`config.mk`:
```
export PLATFORM = sky130hd
export DESIGN_NAME = turn_countdown_timer_flat
export DESIGN_NICKNAME = d
export VERILOG_FILES = /design/src/rtl/turn_countdown_timer_pkg.sv /design/src/rtl/turn_countdown_timer_if.sv /design/src/rtl/turn_countdown_timer_prescaler.sv /design/src/rtl/turn_countdown_timer.sv /design/src/flat_wrapper.sv
export SDC_FILE = /design/constraint.sdc
export NUM_CORES = 1
export LEC_CHECK = 0
export CORE_MARGIN = 3
export CORE_UTILIZATION = 50
export CTS_CLUSTER_DIAMETER = 30
export CTS_CLUSTER_SIZE = 16
export DETAILED_ROUTE_END_ITERATION = 12
export PLACE_DENSITY_LB_ADDON = 0.08
export SYNTH_ARGS = -nofsm -noshare
export SYNTH_HDL_FRONTEND = slang
export SYNTH_SLANG_ARGS = --single-unit
```
`constraint.sdc`:
```
create_clock -name clk -period 2.9 [get_ports clk]
set_clock_uncertainty 0.1 [all_clocks]
set_input_delay 0.58 -clock clk [delete_from_list [all_inputs] [get_ports clk]]
set_output_delay 0.58 -clock clk [all_outputs]
set_load 0.005 [all_outputs]
```
`src/rtl/turn_countdown_timer_pkg.sv`:
```
`default_nettype none
// ============================================================================
//  Module      : game_timer_pkg
//  Description : Shared types and widths for the per-turn countdown timer.
//  Revision    : 1.0 - initial release
// ============================================================================
package game_timer_pkg;

    typedef enum logic [1:0] {
        T_IDLE    = 2'd0,
        T_RUN     = 2'd1,
        T_EXPIRED = 2'd2
    } timer_state_t;

    localparam int SEC_W = 4;

endpackage : game_timer_pkg
`default_nettype wire

```
`src/rtl/turn_countdown_timer_if.sv`:
```
`default_nettype none
// ============================================================================
//  Module      : turn_countdown_timer_if
//  Description : Control/status bundle between game FSM, display and timer.
//  Revision    : 1.0 - initial release
// ============================================================================
interface turn_countdown_timer_if;
    import game_timer_pkg::*;

    logic             start;
    logic             stop;
    logic             hold;
    logic [SEC_W-1:0] seconds;
    logic             running;
    logic             sec_tick;
    logic             timeout;

    modport master (
        output start, stop, hold,
        input  seconds, running, sec_tick, timeout
    );

    modport slave (
        input  start, stop, hold,
        output seconds, running, sec_tick, timeout
    );

endinterface : turn_countdown_timer_if
`default_nettype wire

```
`src/rtl/turn_countdown_timer_prescaler.sv`:
```
`default_nettype none
// ============================================================================
//  Module      : tick_prescaler
//  Description : Free-running divider producing a one-cycle tick every CLK_HZ
//                enabled cycles.
//  Revision    : 1.0 - initial release
// ============================================================================
module tick_prescaler #(
    parameter int CLK_HZ = 50_000_000
) (
    input  wire logic clk,
    input  wire logic rst,
    input  wire logic clear,
    input  wire logic enable,
    output logic      tick
);

    localparam int              c_W    = $clog2(CLK_HZ);
    localparam logic [c_W-1:0]  c_LAST = c_W'(CLK_HZ - 1);

    logic [c_W-1:0] r_count;

    // Tick is combinational so the owner registers it alongside its own state.
    assign tick = enable && (r_count == c_LAST);

    always_ff @(posedge clk or negedge rst) begin
        if (!rst) begin
            r_count <= '0;
        end else if (clear) begin
            r_count <= '0;
        end else if (enable) begin
            r_count <= tick ? '0 : r_count + c_W'(1);
        end
    end

endmodule : tick_prescaler
`default_nettype wire

```
`src/rtl/turn_countdown_timer.sv`:
```
`default_nettype none
// ============================================================================
//  Module      : turn_countdown_timer
//  Description : Per-turn seconds countdown with running/expired status and
//                one-cycle tick/timeout pulses.
//  Revision    : 1.0 - initial release
// ============================================================================
module turn_countdown_timer
    import game_timer_pkg::*;
#(
    parameter int CLK_HZ        = 50_000_000,
    parameter int START_SECONDS = 10
) (
    input  wire logic               clk,
    input  wire logic               rst,
    turn_countdown_timer_if.slave   bus
);

    localparam logic [1:0]       c_ST_IDLE    = 2'(T_IDLE);
    localparam logic [1:0]       c_ST_RUN     = 2'(T_RUN);
    localparam logic [1:0]       c_ST_EXPIRED = 2'(T_EXPIRED);
    localparam logic [SEC_W-1:0] c_START      = SEC_W'(START_SECONDS);

    logic [1:0]       r_state;
    logic [SEC_W-1:0] r_seconds;
    logic             r_running;
    logic             r_sec_tick;
    logic             r_timeout;

    logic             w_clear;
    logic             w_enable;
    logic             w_tick;

    // Any reload or non-running state parks the divider at zero.
    assign w_clear  = bus.stop || bus.start || (r_state != c_ST_RUN);
    assign w_enable = (r_state == c_ST_RUN) && !bus.hold;

    tick_prescaler #(
        .CLK_HZ (CLK_HZ)
    ) u_prescaler (
        .clk    (clk),
        .rst    (rst),
        .clear  (w_clear),
        .enable (w_enable),
        .tick   (w_tick)
    );

    always_ff @(posedge clk or negedge rst) begin
        if (!rst) begin
            r_state    <= c_ST_IDLE;
            r_seconds  <= c_START;
            r_running  <= 1'b0;
            r_sec_tick <= 1'b0;
            r_timeout  <= 1'b0;
        end else begin
            r_sec_tick <= 1'b0;
            r_timeout  <= 1'b0;
            if (bus.stop) begin
                r_state   <= c_ST_IDLE;
                r_seconds <= c_START;
                r_running <= 1'b0;
            end else if (bus.start) begin
                r_state   <= c_ST_RUN;
                r_seconds <= c_START;
                r_running <= 1'b1;
            end else if ((r_state == c_ST_RUN) && w_tick) begin
                r_sec_tick <= 1'b1;
                if (r_seconds <= SEC_W'(1)) begin
                    r_seconds <= '0;
                    r_timeout <= 1'b1;
                    r_state   <= c_ST_EXPIRED;
                    r_running <= 1'b0;
                end else begin
                    r_seconds <= r_seconds - SEC_W'(1);
                end
            end
        end
    end

    assign bus.seconds  = r_seconds;
    assign bus.running  = r_running;
    assign bus.sec_tick = r_sec_tick;
    assign bus.timeout  = r_timeout;

endmodule : turn_countdown_timer
`default_nettype wire

```
`src/flat_wrapper.sv`:
```
// flat-port wrapper written by rule: the top's interface ports become plain ports
module turn_countdown_timer_flat import game_timer_pkg::*;
#(
    parameter int CLK_HZ        = 50_000_000,
    parameter int START_SECONDS = 10
)
  (clk, rst, bus_start, bus_stop, bus_hold, bus_seconds, bus_running, bus_sec_tick, bus_timeout);
  turn_countdown_timer_if bus_i ();
  input  wire logic clk;
  input  wire logic rst;
  input wire logic [$bits(bus_i.start)-1:0] bus_start;
  input wire logic [$bits(bus_i.stop)-1:0] bus_stop;
  input wire logic [$bits(bus_i.hold)-1:0] bus_hold;
  output wire logic [$bits(bus_i.seconds)-1:0] bus_seconds;
  output wire logic [$bits(bus_i.running)-1:0] bus_running;
  output wire logic [$bits(bus_i.sec_tick)-1:0] bus_sec_tick;
  output wire logic [$bits(bus_i.timeout)-1:0] bus_timeout;
  assign bus_i.start = bus_start;
  assign bus_i.stop = bus_stop;
  assign bus_i.hold = bus_hold;
  assign bus_seconds = bus_i.seconds;
  assign bus_running = bus_i.running;
  assign bus_sec_tick = bus_i.sec_tick;
  assign bus_timeout = bus_i.timeout;
  turn_countdown_timer #(.CLK_HZ(CLK_HZ), .START_SECONDS(START_SECONDS)) u_core (.clk(clk), .rst(rst), .bus(bus_i));
endmodule
```
[Word level (Yosys, flattened, before mapping)]
Cells that the tools add are included.
Word-level totals
  register bits after elaboration: 35
  input bits: 5
  output and inout bits: 7
  logic and storage cells: 44
Cells by class
  $add $sub $neg: 2
  magnitude comparators: 1
  equal/unequal tests: 3
  multiplexer cells: 22
  reduce and logical (&&, ||, !) cells: 10
Operator list (count)
  2-to-1 mux 26 bit: 3
  adder 26 x 1 -> 26 bit, second input constant: 1
  equality test 26 bit, second input constant: 1
  2-to-1 mux 4 bit: 4
  2-to-1 mux 1 bit: 11
  2-to-1 mux 2 bit: 4
  nonzero test 3 bit: 2
  less-or-equal comparator 4 x 1 -> 1 bit, second input constant: 1
  subtractor 4 x 1 -> 4 bit, second input constant: 1
  logical AND 1 bit: 3
  equality test 2 x 1 -> 1 bit, second input constant: 1
  logical OR 1 bit: 2
  inequality test 2 x 1 -> 1 bit, second input constant: 1
  AND reduction 2 bit: 1
  nonzero test 2 bit: 1
  zero test 1 bit: 1

[Depth between registers and ports, before layout]
  depth in word-level cells: 7
  depth in mapped cells: 7

[Hierarchy]
From an unflattened synthesis, not the netlist that was laid out.
Second synthesis, totals
  cell total of the unflattened synthesis: 190
  area, all modules: 1884.3 µm²
By module, submodules not included
  tick_prescaler: times used 1, cells each 152, area an instance 1438.9 µm², sequential area each 650.6 µm²
  turn_countdown_timer: times used 1, cells each 38, area an instance 445.4 µm², sequential area each 202.7 µm²

[Worst setup path after synthesis]
No wires, ideal clock.
  kind: reg2reg
  start point: register u_core.u_prescaler.r_count[11]
  end point: register u_core.r_seconds[3], in the netlist u_core.bus.seconds[3]
  library setup time: 94 ps
  arrival: 2266 ps
  required time: 2706 ps
  path slack: 440 ps
  stages on the path, launching flop included: 7
  path buffers: 1
  path through: dfrtp_1 > or4_4 > or4_4 > or3_1 > buf_6 > o41ai_2 > o211ai_1
Between the ends
  word-level cells in the longest chain between the ends: 4
RTL lines
  from (decl): RTL line turn_countdown_timer_prescaler.sv:21  | logic [c_W-1:0] r_count;
  from (signal assigned): RTL line turn_countdown_timer_prescaler.sv:32  | r_count <= tick ? '0 : r_count + c_W'(1);
  equality test 26 bit: RTL line turn_countdown_timer_prescaler.sv:24  | assign tick = enable && (r_count == c_LAST);
  logical AND 1 bit: RTL line turn_countdown_timer_prescaler.sv:24
  logical AND 1 bit: RTL line turn_countdown_timer.sv:66  | end else if ((r_state == c_ST_RUN) && w_tick) begin
  nonzero test 3 bit (no source line)
  to (signal assigned): RTL line turn_countdown_timer.sv:60  | r_seconds <= c_START;
  to (signal assigned): RTL line turn_countdown_timer.sv:64  | r_seconds <= c_START;
  to (signal assigned): RTL line turn_countdown_timer.sv:74  | r_seconds <= r_seconds - SEC_W'(1);
  to (decl): RTL line turn_countdown_timer.sv:25  | logic [SEC_W-1:0] r_seconds;
Every way passes these cells.
A chain may end at the register's enable or synchronous reset.

[Worst setup path after layout]
Same ends and word-level chain as after synthesis.

==> flow_metrics.env <==
export IMPL_cts_root_buf="clkbuf_8"
export IMPL_final_core_util_pct=63.2
export IMPL_rows=21
export IMPL_vias=1627
export IMPL_min_path_cells=2
export IMPL_yosys_most_used_dff="dfrtp_1"
export IMPL_first_iter_violations=236
export IMPL_start_util_pct=54.3
export IMPL_dp_cells=267
export IMPL_hold_viol=0
export IMPL_clockBufferDepth=2
export IMPL_clk_insertion_delay_late_ns=0.29
export IMPL_postSynthAreaPerCell_um2=9.06
export IMPL_worst_setup_path_end_kind="register"
export IMPL_crit_type="register to register"
export IMPL_grt_pass1_wl_um=7460
export IMPL_h_tree_depth=2
export IMPL_ys_ff_latch=34
export IMPL_max_freq_mhz=380
export IMPL_grt_overflow=0
export IMPL_syn_to_final_growth_pct=16.3
export IMPL_period_needed_ns=2.63
export IMPL_io_buffers=11
export IMPL_synth_cell_types=35
export IMPL_clock_sinks=34
export IMPL_ant_nets=0
export IMPL_crit_required_ns=3.00
export IMPL_finalNetCount=236
export IMPL_fin_cells=275
export IMPL_pwr_density_cell_nw_per_um2=424
export IMPL_grt_util_all_layers_pct=22.2
export IMPL_final_setup_viol_count=0
export IMPL_syn_area_um2=1880
export IMPL_worstMarginPinSlew_ns=0.514
export IMPL_rsz0062_at_grt="no"
export IMPL_die_w_um=67.4
export IMPL_maxCapViolations=0
export IMPL_post_cts_buffers=0
export IMPL_antenna_cells=0
export IMPL_drc=0
export IMPL_ioPinCount=12
export IMPL_async_flop_share_pct=100
export IMPL_core_area_um2=3470
export IMPL_outcome="finished clean"
export IMPL_grt_pass1_vias=1607
export IMPL_synth_edf_count=0
export IMPL_syn_inst=208
export IMPL_cts_tree="built"
export IMPL_syn_nets=216
export IMPL_crit_fanout=10
export IMPL_fin_crit_sh_pct=90.8
export IMPL_ys_warnings_count=0
export IMPL_die_h_um=67.4
export IMPL_numCtsBuffers=5
export IMPL_setup_tns_ns=0
export IMPL_drt_first_pass_iters=4
export IMPL_holdBufCountCts=0
export IMPL_rr_worst_depth=5
export IMPL_yosysSeqAreaShare_pct=45.3
export IMPL_worstPathArrival_ns=2.73
export IMPL_gp_congestion=0.864
export IMPL_antenna_found_initial=0
export IMPL_relSlewSlack_pct=65.4
export IMPL_wl_per_cell_um=15.5
export IMPL_hpwl_um=3090
export IMPL_vias_per_cell=5.92
export IMPL_post_cts_resized=0
export IMPL_drive_gt1_share_pct=11.4
export IMPL_dieArea_um2=4540
export IMPL_routed_wl_um=4270
export IMPL_hold_class="register to register"
export IMPL_cp_start_kind="register"
export IMPL_p_leak_nw=0.858
export IMPL_grt_max_degree=35
export IMPL_path_clk_slew_ns=0.06
export IMPL_peakVddDrop_mv=0.282
export IMPL_final_max_slew_viol_count=0
-- Yosys cell counts, types with 2 or more instances --
cell | count | area (µm²)
or4b_2 | 2 | 20.0
or4_1 | 2 | 15.0
xor2_1 | 14 | 123
or3_1 | 6 | 37.5
nor4_1 | 4 | 25.0
nand3_1 | 16 | 80.1
or4_4 | 2 | 22.5
a31oi_1 | 3 | 18.8
a21boi_0 | 2 | 15.0
inv_1 | 6 | 22.5
nand4b_1 | 4 | 35.0
o21ai_0 | 6 | 30.0
nor3_1 | 9 | 45.0
xnor2_1 | 3 | 26.3
ha_1 | 3 | 37.5
a21oi_1 | 12 | 60.1
dfstp_2 | 2 | 52.6
nand4_1 | 11 | 68.8
and3_1 | 3 | 18.8
nor2_1 | 28 | 105
nand2_1 | 19 | 71.3
clkbuf_1 | 5 | 18.8
and4_1 | 3 | 26.3
dfrtp_1 | 32 | 801
-- state kept, by name, summed over array words and instances (netlist names) --
signal                      flops
u_core.u_prescaler.r_count     26
u_core.bus.seconds              4
u_core.r_state                  2
u_core.bus.sec_tick             1
u_core.bus.timeout              1
-- metal layers --
metal	global-route usage (%)	part of all wire (%)	vias to the layer above
li1	-	-	796
met1	29.3	47	774
met2	33.5	46	48
met3	5.82	5.0	9
met4	10.9	2.3	0
met5	0	0	-
-- worst max-delay path, cell delays in order (launching register included) --
cell,delay (ns)
dfrtp_1,0.43
or4_4,0.55
or4_4,0.53
or3_1,0.55
o41ai_2,0.25
o211ai_1,0.13
-- cell usage in the layout, fill, tap and decap left out --
| cell | netlist | routed |
|---|---|---|
| or4_1 | 2 | 2 |
| and3_1 | 3 | 3 |
| nand3_1 | 16 | 16 |
| buf_4 | 1 | 9 |
| nor2_1 | 28 | 28 |
| nand4_1 | 11 | 11 |
| and4_1 | 3 | 3 |
| a41oi_1 | 1 | 1 |
| o311ai_1 | 1 | 1 |
| nor4b_2 | 1 | 1 |
| or4b_2 | 2 | 2 |
| a31oi_1 | 3 | 3 |
| or4bb_1 | 1 | 1 |
| nor3_1 | 9 | 9 |
| o21ai_0 | 6 | 6 |
| ha_1 | 3 | 3 |
| o211ai_1 | 1 | 1 |
| a21oi_1 | 12 | 12 |
| o41ai_2 | 1 | 1 |
| or4b_1 | 1 | 1 |
| nand4b_1 | 4 | 4 |
| or4_4 | 2 | 2 |
| dfstp_2 | 2 | 2 |
| clkbuf_8 | 0 | 8 |
| or3_1 | 6 | 6 |
| nand2_1 | 19 | 19 |
| inv_1 | 6 | 6 |
| clkdlybuf4s50_1 | 0 | 11 |
| a21boi_0 | 2 | 2 |
| and2_1 | 1 | 1 |
| xnor2_1 | 3 | 3 |
| dfrtp_1 | 32 | 32 |
| nand2_2 | 1 | 1 |
| xor2_1 | 14 | 14 |
| nor4_1 | 4 | 4 |
-- path summary, 6_finish.rpt --
check / slack, ns / startpoint / endpoint
hold reg to reg: 0.44 / u_core.bus.seconds[3] / u_core.bus.seconds[3]
setup / recovery: 0.27 / u_core.u_prescaler.r_count[11] / u_core.bus.seconds[3]
setup reg to reg: 0.27 / u_core.u_prescaler.r_count[11] / u_core.bus.seconds[3]
hold / removal: 0.44 / u_core.bus.seconds[3] / u_core.bus.seconds[3]
min in group asynchronous: 0.59 / rst / u_core.u_prescaler.r_count[20]
max in group asynchronous: 1.77 / rst / u_core.bus.seconds[3]
-- where the power goes --
part           leakage [nW]  switching [mW]  internal (mW)
logic                 0.333          0.0270         0.0167
registers             0.467         0.00156          0.476
clock network        0.0575           0.170          0.240
total                 0.858           0.198          0.732
-- cell type report --
cell class              count  area [µm²]
fillers                   310        1280
multi-input cells         161         971
flip-flops and latches     34         853
repair buffers             20         178
clock buffers               8         110
well taps                  46        57.6
inverters                   6        22.5
-- cells by family (layout without fill, tap and decap cells) --
group,after synthesis,count (layout),share of synthesized area (%)
AOI/OAI and AO/OA,27,27,8.77
xor gates and xnor gates,17,17,7.90
adders and majority gates,3,3,1.99
buffers and inverters,13,34,3.19
DFF,34,34,45.3
and+or+nand+nor,114,114,32.9
-- metrics by stage --
step           cell area (µm²)  total power [mW]  setup WS (ns)  hold WS (ns)
2_1_floorplan             1880             0.504          0.440         0.184
3_3_place_gp              2080             0.529          0.264         0.416
3_5_place_dp              2080             0.530          0.242         0.436
4_1_cts                   2190             0.943          0.261         0.448
5_1_grt                   2190             0.967          0.171         0.469
6_report                  2190             0.930          0.265         0.441
No activity file was read; power rests on OpenSTA's default activity.
